File: config.mk
export PLATFORM = sky130hd
export DESIGN_NAME = game_flow_controller_flat
export DESIGN_NICKNAME = d
export VERILOG_FILES = /design/src/rtl/game_pkg.sv /design/src/rtl/game_flow_controller_if.sv /design/src/rtl/game_flow_controller_phase_timer.sv /design/src/rtl/game_flow_controller.sv /design/src/flat_wrapper.sv
export SDC_FILE = /design/constraint.sdc
export NUM_CORES = 1
export LEC_CHECK = 0
export CAP_MARGIN = 20
export CORE_MARGIN = 10
export CORE_UTILIZATION = 37
export DETAILED_ROUTE_END_ITERATION = 10
export MAX_ROUTING_LAYER = met4
export SLEW_MARGIN = 20
export SYNTH_ARGS = -nofsm -noshare
export SYNTH_HDL_FRONTEND = slang
export SYNTH_HIERARCHICAL = 1
export SYNTH_SLANG_ARGS = --single-unit
File: constraint.sdc
create_clock -name clk_i -period 8.7 [get_ports clk_i]
set_clock_uncertainty 0.05 [all_clocks]
set_input_delay 2.175 -clock clk_i [delete_from_list [all_inputs] [get_ports clk_i]]
set_output_delay 2.175 -clock clk_i [all_outputs]
set_load 0.05 [all_outputs]
File: src/rtl/game_pkg.sv
// Shared types and constants for the game flow controller.
package game_pkg;

   typedef enum logic [2:0] {
      TITLE     = 3'b000,
      READY     = 3'b001,
      PLAYING   = 3'b010,
      PAUSED    = 3'b011,
      DYING     = 3'b100,
      CLEAR     = 3'b101,
      GAME_OVER = 3'b111
   } game_state_t;

   localparam int LIVES_W = 3;
   localparam int LEVEL_W = 4;

   // Default phase lengths at a 100 MHz system clock
   localparam int CLK_HZ      = 100_000_000;
   localparam int DEF_COLLIDE = 2 * CLK_HZ;
   localparam int DEF_READY   = CLK_HZ;
   localparam int DEF_DYING   = (3 * CLK_HZ) / 2;
   localparam int DEF_CLEAR   = 2 * CLK_HZ;

   function automatic int timer_w(int a, int b, int c, int d);
      int m;
      int w;
      m = a;
      if (b > m) m = b;
      if (c > m) m = c;
      if (d > m) m = d;
      w = $clog2(m);
      return (w < 1) ? 1 : w;
   endfunction

endpackage

File: src/rtl/game_flow_controller_if.sv
// Control inputs and status outputs between conditioning and render logic.
interface game_flow_controller_if;
   import game_pkg::*;

   logic                start_i;
   logic                pause_i;
   logic                collision_i;
   logic                level_done_i;
   logic                ack_i;
   game_state_t         game_state_o;
   logic [LIVES_W-1:0]  lives_o;
   logic [LEVEL_W-1:0]  level_o;
   logic                won_o;
   logic                freeze_o;
   logic                respawn_o;
   logic                level_load_o;

   modport master (
      output start_i, pause_i, collision_i, level_done_i, ack_i,
      input  game_state_o, lives_o, level_o, won_o,
      input  freeze_o, respawn_o, level_load_o
   );

   modport slave (
      input  start_i, pause_i, collision_i, level_done_i, ack_i,
      output game_state_o, lives_o, level_o, won_o,
      output freeze_o, respawn_o, level_load_o
   );

endinterface

File: src/rtl/game_flow_controller_phase_timer.sv
// phase_timer: loadable up-counter with clear, enable and terminal count.
module phase_timer #(
   parameter int W = 8
) (
   input  logic         clk,
   input  logic         rst,
   input  logic         clr,
   input  logic         load,
   input  logic [W-1:0] load_val,
   input  logic         en,
   input  logic [W-1:0] limit,
   output logic [W-1:0] count,
   output logic         tc
);

   always_ff @(posedge clk or posedge rst) begin
      if (rst)
         count <= '0;
      else if (clr)
         count <= '0;
      else if (load)
         count <= load_val;
      else if (en)
         count <= count + 1'b1;
   end

   assign tc = (count == limit);

endmodule

File: src/rtl/game_flow_controller.sv
// Game flow FSM: title, ready, play, pause, death, level clear, game over.
// Define EXTRA_LIFE_EN to award a life (max 7) on every level clear.
module game_flow_controller
   import game_pkg::*;
#(
   parameter int LIVES          = 3,
   parameter int LEVELS         = 4,
   parameter int COLLIDE_CYCLES = DEF_COLLIDE,
   parameter int READY_CYCLES   = DEF_READY,
   parameter int DYING_CYCLES   = DEF_DYING,
   parameter int CLEAR_CYCLES   = DEF_CLEAR
) (
   input  logic              clk_i,
   input  logic              reset,
   game_flow_controller_if.slave bus
);

   localparam int TW = timer_w(COLLIDE_CYCLES, READY_CYCLES,
                               DYING_CYCLES, CLEAR_CYCLES);

   localparam logic [LIVES_W-1:0] LIVES_INIT = LIVES_W'(LIVES);
   localparam logic [LEVEL_W-1:0] LEVEL_LAST = LEVEL_W'(LEVELS - 1);

   game_state_t        state;
   logic [LIVES_W-1:0] lives;
   logic [LEVEL_W-1:0] level;
   logic               won;
   logic               freeze;
   logic               respawn;
   logic               level_load;
   logic               armed;

   logic               t_clr;
   logic               t_en;
   logic [TW-1:0]      t_limit;
   logic [TW-1:0]      t_count;
   logic               t_tc;

   phase_timer #(.W(TW)) u_timer (
      .clk      (clk_i),
      .rst      (reset),
      .clr      (t_clr),
      .load     (1'b0),
      .load_val ('0),
      .en       (t_en),
      .limit    (t_limit),
      .count    (t_count),
      .tc       (t_tc)
   );

   // Clearing on the terminal cycle guarantees a zero count on state entry
   always_comb begin
      t_clr   = 1'b1;
      t_en    = 1'b0;
      t_limit = '0;
      case (state)
         READY: begin
            t_limit = TW'(READY_CYCLES - 1);
            t_clr   = t_tc;
            t_en    = ~t_tc;
         end
         PLAYING: begin
            t_limit = TW'(COLLIDE_CYCLES - 1);
            t_clr   = bus.level_done_i | bus.pause_i
                    | ~bus.collision_i | t_tc;
            t_en    = ~t_clr;
         end
         DYING: begin
            t_limit = TW'(DYING_CYCLES - 1);
            t_clr   = t_tc;
            t_en    = ~t_tc;
         end
         CLEAR: begin
            t_limit = TW'(CLEAR_CYCLES - 1);
            t_clr   = t_tc;
            t_en    = ~t_tc;
         end
         default: begin
            t_clr = 1'b1;
         end
      endcase
   end

   always_ff @(posedge clk_i or posedge reset) begin
      if (reset) begin
         state      <= TITLE;
         lives      <= LIVES_INIT;
         level      <= '0;
         won        <= 1'b0;
         freeze     <= 1'b1;
         respawn    <= 1'b0;
         level_load <= 1'b0;
         armed      <= 1'b0;
      end else begin
         respawn    <= 1'b0;
         level_load <= 1'b0;
         case (state)
            TITLE: begin
               armed <= armed | ~bus.start_i;
               if (bus.start_i && armed) begin
                  state      <= READY;
                  lives      <= LIVES_INIT;
                  level      <= '0;
                  won        <= 1'b0;
                  respawn    <= 1'b1;
                  level_load <= 1'b1;
               end
            end
            READY: begin
               if (t_tc) begin
                  state  <= PLAYING;
                  freeze <= 1'b0;
               end
            end
            PLAYING: begin
               if (bus.level_done_i) begin
                  state  <= CLEAR;
                  freeze <= 1'b1;
               end else if (bus.pause_i) begin
                  state  <= PAUSED;
                  freeze <= 1'b1;
               end else if (bus.collision_i && t_tc) begin
                  state  <= DYING;
                  freeze <= 1'b1;
               end
            end
            PAUSED: begin
               if (bus.pause_i) begin
                  state  <= PLAYING;
                  freeze <= 1'b0;
               end
            end
            DYING: begin
               if (t_tc) begin
                  if (lives != '0)
                     lives <= lives - 1'b1;
                  if (lives <= LIVES_W'(1)) begin
                     state <= GAME_OVER;
                     won   <= 1'b0;
                  end else begin
                     state   <= READY;
                     respawn <= 1'b1;
                  end
               end
            end
            CLEAR: begin
               if (t_tc) begin
                  if (level >= LEVEL_LAST) begin
                     state <= GAME_OVER;
                     won   <= 1'b1;
                  end else begin
                     state      <= READY;
                     level      <= level + 1'b1;
                     respawn    <= 1'b1;
                     level_load <= 1'b1;
`ifdef EXTRA_LIFE_EN
                     if (lives != '1)
                        lives <= lives + 1'b1;
`endif
                  end
               end
            end
            GAME_OVER: begin
               if (bus.ack_i) begin
                  state <= TITLE;
                  armed <= 1'b0;
               end
            end
            default: begin
               state  <= TITLE;
               freeze <= 1'b1;
               armed  <= 1'b0;
            end
         endcase
      end
   end

   assign bus.game_state_o = state;
   assign bus.lives_o      = lives;
   assign bus.level_o      = level;
   assign bus.won_o        = won;
   assign bus.freeze_o     = freeze;
   assign bus.respawn_o    = respawn;
   assign bus.level_load_o = level_load;

endmodule
File: src/flat_wrapper.sv
// flat-port wrapper written by rule: the top's interface ports become plain ports
module game_flow_controller_flat import game_pkg::*;
#(
   parameter int LIVES          = 3,
   parameter int LEVELS         = 4,
   parameter int COLLIDE_CYCLES = DEF_COLLIDE,
   parameter int READY_CYCLES   = DEF_READY,
   parameter int DYING_CYCLES   = DEF_DYING,
   parameter int CLEAR_CYCLES   = DEF_CLEAR
)
  (clk_i, reset, bus_start_i, bus_pause_i, bus_collision_i, bus_level_done_i, bus_ack_i, bus_game_state_o, bus_lives_o, bus_level_o, bus_won_o, bus_freeze_o, bus_respawn_o, bus_level_load_o);
  game_flow_controller_if bus_i ();
  input  logic clk_i;
  input  logic reset;
  input wire logic [$bits(bus_i.start_i)-1:0] bus_start_i;
  input wire logic [$bits(bus_i.pause_i)-1:0] bus_pause_i;
  input wire logic [$bits(bus_i.collision_i)-1:0] bus_collision_i;
  input wire logic [$bits(bus_i.level_done_i)-1:0] bus_level_done_i;
  input wire logic [$bits(bus_i.ack_i)-1:0] bus_ack_i;
  output wire logic [$bits(bus_i.game_state_o)-1:0] bus_game_state_o;
  output wire logic [$bits(bus_i.lives_o)-1:0] bus_lives_o;
  output wire logic [$bits(bus_i.level_o)-1:0] bus_level_o;
  output wire logic [$bits(bus_i.won_o)-1:0] bus_won_o;
  output wire logic [$bits(bus_i.freeze_o)-1:0] bus_freeze_o;
  output wire logic [$bits(bus_i.respawn_o)-1:0] bus_respawn_o;
  output wire logic [$bits(bus_i.level_load_o)-1:0] bus_level_load_o;
  assign bus_i.start_i = bus_start_i;
  assign bus_i.pause_i = bus_pause_i;
  assign bus_i.collision_i = bus_collision_i;
  assign bus_i.level_done_i = bus_level_done_i;
  assign bus_i.ack_i = bus_ack_i;
  assign bus_game_state_o = bus_i.game_state_o;
  assign bus_lives_o = bus_i.lives_o;
  assign bus_level_o = bus_i.level_o;
  assign bus_won_o = bus_i.won_o;
  assign bus_freeze_o = bus_i.freeze_o;
  assign bus_respawn_o = bus_i.respawn_o;
  assign bus_level_load_o = bus_i.level_load_o;
  game_flow_controller #(.LIVES(LIVES), .LEVELS(LEVELS), .COLLIDE_CYCLES(COLLIDE_CYCLES), .READY_CYCLES(READY_CYCLES), .DYING_CYCLES(DYING_CYCLES), .CLEAR_CYCLES(CLEAR_CYCLES)) u_core (.clk_i(clk_i), .reset(reset), .bus(bus_i));
endmodule
==> metrics.txt, run 1 <==
Slew Viols, Final=0; async set or reset register ratio after synthesis=1.00; Die X=113 um; Max stage delay on crit path=0.54 ns; die height=between 100 and 150 um; Synth Cell Area=about 0.0032 mm2; Area growth, synth to finish=13.2%; cts bufs inserted=5; Worst-Margin Slew=roughly 1 ns; synth top area cells=dfrtp_1, xor2_1, xnor2_1; class of the most critical setup path=in -> reg; Power Total=between 0.5 and 0.6 mW; Routed WL=~7.7 mm; PwrDens=~140 mW/mm2; FP Rows=33; die area=between 0.01 and 0.015 mm2; CP Capture Type=flop; NumNets Final=approximately 410; fin util=0.435; fin crit share=0.548; Post-synth top flop=dfrtp_1; status=completed; power share of the combinational group=0.219; crit-path leading delay family=simple AND/OR/NAND/NOR gates; initial core utilization=0.384; CTS tree=done; antenna cell count=0; Fin Setup TNS=0 ns; critical path arrival=4.92 ns; Fill cells=approximately 820; slowest CP cell=or3_1; WP data required=between 8 and 9 ns; clock network latency to the later pin of the worst-skew pair=about 0.29 ns; cell accounting for the most synthesized area=dfrtp_1; clock sink count=43; Setup Fix Bufs, Post-CTS=0; Worst setup SP type=input pin; share of layout cells above drive strength 1=0.0831; RSZ-0062 raised after global routing=no; clock-pin slew on the worst setup and hold paths=~0.08 ns; Crit path buffers/inverters=1; hold crit path type=reg -> reg; synthesized instance count=354; post-cts gate resize count=0; Max Freq=between 200 and 250 MHz; Yosys top cell area share=0.312; Sequential Power Share=0.501; Post-synth EDFFs=0; IO Pins=21; Max FO, Critical Path=9; Synth warnings=6; Total GRT Usage=0.129; Syn Area/Cell=just over 9 um2; vias in the first global route=around 2,700; post-route ant nets=0; relative slew slack=0.324; hpwl dp=roughly 5.5 mm; drt wl/cell=~15 um; DR vias=approximately 2,700; setup violators final=0; DR DRC count=0; maximum root-to-sink buffer count=2; sequential area share after synthesis=0.337; peak supply drop=approximately 0.000053 V; Lkg Pwr=~1.4 nW; final hold vios=0; PortBufs=20; CTS root buf=clkbuf_8; grt total ovfl=0; cts hold-fix bufs=0; flops & latches, synth=43; max-cap violations=0; final worst path period need=~4.8 ns; Placer Congestion=approximately 0.86; Clock power frac=0.280; CP cell instances=clkdlybuf4s50_1, nor2_1, nand4_1, o21ai_0, and2b_2, nand4_2, or3_1, or4_1, a311oi_1; H-tree Lvls=2; NetSw=0.166 mW; Iter 0 DRT Violations=approximately 200; first-pass GRT wire length=13.5 mm; DRT Pass-1 Iters=4; core box area=0.00834 mm2; Yosys cell types=67; initial antenna violation count=0; pin count of the biggest net entering global routing=45; Vias/cell=~5.4; Sw Share=0.329; Pint=~0.34 mW
[state kept, by name, summed over array words and instances (netlist names), 3 cells and up]
signal                   cells
u_core/u_timer/count        28
u_core/bus.level_o           4
u_core/bus.game_state_o      3
u_core/bus.lives_o           3
[routing by layer]
| layer | GRT usage | routed length, um | vias to the layer above |
|---|---|---|---|
| li1 | - | - | 1351 |
| met1 | 0.156 | 3740 | 1285 |
| met2 | 0.205 | 3560 | 46 |
| met3 | 0.0306 | 301 | 8 |
| met4 | 0.0431 | 89 | 0 |
| met5 | - | 0 | - |
[kinds of logic (layout without fill, tap and decap cells)]
group	count (synthesis)	in the layout	synth area share
simple gates	148	148	0.261
compound gates	71	71	0.172
xor+xnor	45	45	0.123
flops	43	43	0.337
buf+inv	35	43	0.0675
mux	6	6	0.0191
fa+ha+maj	5	5	0.0195
other cells	1	36	0.00117
[cells in the mapped netlist, types with 3 or more instances]
cell      instances
ha_1              5
nor3_1            5
a211oi_1         10
dfrtp_1          40
nand2_1          27
nor4_1            7
nand3_1           7
dfstp_2           3
and4_1            4
and3_1            3
inv_1            10
a21oi_1           8
nor2_1           36
nand3b_1          3
mux2i_1           5
a311oi_1         11
nand2b_1          6
o31ai_1           7
xor2_1           25
and2_1            6
o21ai_0           9
buf_2             5
buf_6             3
nand4_2           4
clkbuf_1         11
or4_1             5
nand4_1          19
o21bai_1          3
xnor2_1          20
[cell type report]
| type | instances | area, um2 | share of cell area |
|---|---|---|---|
| Multi-Input combinational cell | 311 | 2050 | 0.564 |
| Sequential cell | 43 | 1080 | 0.298 |
| Timing Repair Buffer | 24 | 230 | 0.0634 |
| Tap cell | 105 | 131 | 0.0362 |
| Clock buffer | 8 | 100 | 0.0276 |
| Inverter | 11 | 41.3 | 0.0114 |
[final timing paths]
check,startpoint,to,slack (ns),cells past startpoint
min,u_core/bus.level_o[2],u_core/bus.level_o[2],0.47,1
min reg2reg,u_core/bus.level_o[2],u_core/bus.level_o[2],0.47,1
max,bus_pause_i,u_core/u_timer/count[17],3.93,9
min in group asynchronous,reset,u_core/bus.lives_o[2],2.22,2
max in group asynchronous,reset,u_core/bus.won_o,5.99,2
max reg2reg,u_core/bus.game_state_o[2],u_core/u_timer/count[17],4.73,12
[power by group through the flow]
stage | Clock (mW) | Combinational [mW] | Sequential [mW]
after CTS | 0.148 | 0.110 | 0.253
after global routing | 0.157 | 0.126 | 0.257
after detailed placement | 0 | 0.109 | 0.257
after floorplan | 0 | 0.0890 | 0.252
after global placement | 0 | 0.108 | 0.256
final | 0.142 | 0.111 | 0.253
[through the flow]
stage,hold slack [ns],cells,setup WS [ns],cell area [um2]
final,0.474,502,3.93,3630
after global routing,0.499,502,3.70,3630
after CTS,0.493,502,3.94,3630
after detailed placement,0.473,494,3.63,3530
after global placement,0.451,494,3.71,3530
after floorplan,0.445,389,4.33,3340
[layout by cell type (no fill, tap or decap), types with 3 or more instances in the layout]
| cell type | n |
|---|---|
| buf_4 | 4 |
| nor4_1 | 6 |
| or4_1 | 5 |
| a211oi_1 | 10 |
| nand4_2 | 4 |
| and4_1 | 4 |
| dfrtp_1 | 40 |
| a21oi_1 | 8 |
| nand3b_1 | 3 |
| xnor2_1 | 20 |
| nand2b_1 | 6 |
| ha_1 | 5 |
| o31ai_1 | 7 |
| and2_1 | 6 |
| nand4_1 | 19 |
| nand2_1 | 27 |
| o21ai_0 | 9 |
| dfstp_2 | 3 |
| o21bai_1 | 3 |
| xor2_1 | 25 |
| and3_1 | 3 |
| clkdlybuf4s50_1 | 20 |
| nand3_1 | 7 |
| a311oi_1 | 11 |
| nor3_1 | 5 |
| inv_1 | 10 |
| clkbuf_8 | 7 |
| mux2i_1 | 5 |
| nor2_1 | 36 |
| conb_1 | 36 |
Note: power is estimated with default switching activity, not from simulation.
==> run 2, diff against run 1 <==
==> constraint.sdc (replaced) <==
create_clock -name clk_i -period 4.65 [get_ports clk_i]
set_clock_uncertainty 0.05 [all_clocks]
set_input_delay 1.1625 -clock clk_i [delete_from_list [all_inputs] [get_ports clk_i]]
set_output_delay 1.1625 -clock clk_i [all_outputs]
set_load 0.05 [all_outputs]
==> run 2 against run 1 <==
Against the previous run: power grew 110%; global-route usage shrank 0.17 points; wire length shrank 0.70%; register-to-register slack lost 3.9 ns; critical path depth grew 5; final cell count grew 0.80%; worst hold slack lost 0.00085 ns; cell area grew 2.0%; setup slack lost 3.1 ns; clock power grew to 2.5 times the previous value; non-clock buffer count grew 4; largest power group unchanged; highest routed layer unchanged.
==> metrics.txt, run 2 (synthesis results as in run 1) <==
status=completed; initial core utilization=0.384 (unchanged); hpwl dp=5.68 mm (+2.6%); clock-pin slew on the worst setup and hold paths=0.09 ns (about the same); Total GRT Usage=0.127 (-0.00167); Routed WL=7.64 mm (-0.70%); Largest Register=u_core/u_timer/count; antenna cell count=0 (unchanged); pin count of the biggest net entering global routing=45 (unchanged); peak supply drop=0.000130 V (+150%); critical path arrival=3.98 ns (-0.94 ns); DR DRC count=0 (unchanged); number of flip-flops in the largest register=28 (unchanged); Setup Fix Bufs, Post-CTS=0 (unchanged); CTS root buf=clkbuf_8; Iter 0 DRT Violations=119 (-40%); cts hold-fix bufs=0 (unchanged); number of cells after detailed placement=498 (+0.81%); CP cell instances=buf_4, nor2_1, nand2_1, inv_1, xor2_1, nor4_1, nand4_1, nor4_2, buf_4, and2b_2, nand4_2, or3_1, or4_1, a311oi_1; IO Pins=21 (unchanged); drt wl/cell=15.1 um (-1.5%); relative slew slack=0.439 (+0.114); most common cell after layout, fill and taps aside=dfrtp_1; post-place setup slack=0.622 ns (-3.00 ns); DRT Pass-1 Iters=4 (unchanged); PwrDens=281 mW/mm2 (+100%); Die X=113 um (unchanged); RSZ-0062 raised after global routing=no; final worst path period need=3.82 ns; grt total ovfl=0 (unchanged); WP data required=4.81 ns (-4.04 ns); Area growth, synth to finish=15.5%; NumNets Final=412 (+0.98%); maximum root-to-sink buffer count=2 (unchanged); Worst setup SP type=flop; Placer Congestion=0.891 (+4.1%); clock sink count=43 (unchanged); max-cap violations=0 (unchanged); Max Freq=about 260 MHz; clock network latency to the later pin of the worst-skew pair=0.31 ns (+0.02 ns); CP Capture Type=flop; cts bufs inserted=5 (unchanged); core box area=0.00834 mm2 (unchanged); H-tree Lvls=2 (unchanged); DR vias=2,695 (+0.19%); hold crit path type=reg -> reg; Worst-Margin Slew=0.830 ns (-0.169 ns); CP dominant cell by count=buf_4; fin worst setup slack=0.832 ns (-3.10 ns); die height=113 um (unchanged); fin crit share=0.821; most frequent cells in the layout=dfrtp_1, nor2_1, conb_1; Max FO, Critical Path=23 (+14); class of the most critical setup path=reg -> reg; post-route ant nets=0 (unchanged); first-pass GRT wire length=13.4 mm (-0.82%); setup violators final=0 (unchanged); final hold vios=0 (unchanged); die area=0.0128 mm2 (unchanged); share of layout cells above drive strength 1=0.0973 (+0.0141); fin util=0.444 (+0.00885); final non-filler cell total=506 (+0.80%); Lkg Pwr=1.45 nW (+2.4%); CTS tree=done; initial antenna violation count=0 (unchanged); Vias/cell=5.33 (-0.61%); Slew Viols, Final=0 (unchanged); Fin Setup TNS=0 ns (unchanged); Max stage delay on crit path=0.54 ns (about the same); FP Rows=33 (unchanged); PortBufs=20 (unchanged); slowest CP cell=or3_1; post-cts gate resize count=0 (unchanged); vias in the first global route=2,691 (unchanged)
==> run 2: area by class of cell <==
type / instances / area [um2]
Tap cell: 105 / 131
Inverter: 11 / 41.3
Timing Repair Buffer: 28 / 260
Clock inverter: 3 / 67.6
Multi-Input combinational cell: 311 / 2050
Fill cell: 832 / 4640
Sequential cell: 43 / 1080
Clock buffer: 5 / 68.8
==> run 2: metal layers <==
metal  share of wire  track usage  vias to the layer above  wire, um
li1                -            -                     1355         -
met1            0.45        0.151                     1292      3430
met2            0.50        0.213                       40      3790
met3           0.046       0.0285                        8       350
met4          0.0088       0.0296                        0        67
met5               0            -                        -         0
==> run 2: final timing paths <==
| kind | start | to | slack, ns | cells after the start |
|---|---|---|---|---|
| setup / recovery | u_core/bus.game_state_o[1] | u_core/u_timer/count[25] | 0.83 | 14 |
| hold / removal | u_core/bus.level_o[2] | u_core/bus.level_o[2] | 0.47 | 1 |
| setup reg to reg | u_core/bus.game_state_o[1] | u_core/u_timer/count[25] | 0.83 | 14 |
| hold reg to reg | u_core/bus.level_o[2] | u_core/bus.level_o[2] | 0.47 | 1 |
| max in group asynchronous | reset | u_core/bus.level_o[2] | 2.95 | 2 |
| min in group asynchronous | reset | u_core/u_timer/count[25] | 1.20 | 3 |
==> run 2: report_power, final <==
part	total [mW]	switching, mW	internal [mW]
registers	0.472	0.0626	0.410
clock network	0.358	0.143	0.214
logic	0.211	0.121	0.0894
total	1.04	0.327	0.713
==> run 2: critical path: cells and delay by family, from the launching register on <==
kind | cells | cell delay (ns)
xor gates and xnor gates | 1 | 0.16
and+or+nand+nor | 9 | 2.25
AOI/OAI and AO/OA | 1 | 0.28
DFF | 1 | 0.41
buffers and inverters | 3 | 0.55
==> run 2: through the flow <==
step / hold slack (ns) / power, mW / instance area, um2
after floorplan: 0.445 / 0.639 / 3340
final: 0.473 / 1.04 / 3700
after detailed placement: 0.458 / 0.689 / 3560
after CTS: 0.478 / 1.05 / 3690
after global placement: 0.451 / 0.684 / 3560
after global routing: 0.508 / 1.10 / 3700
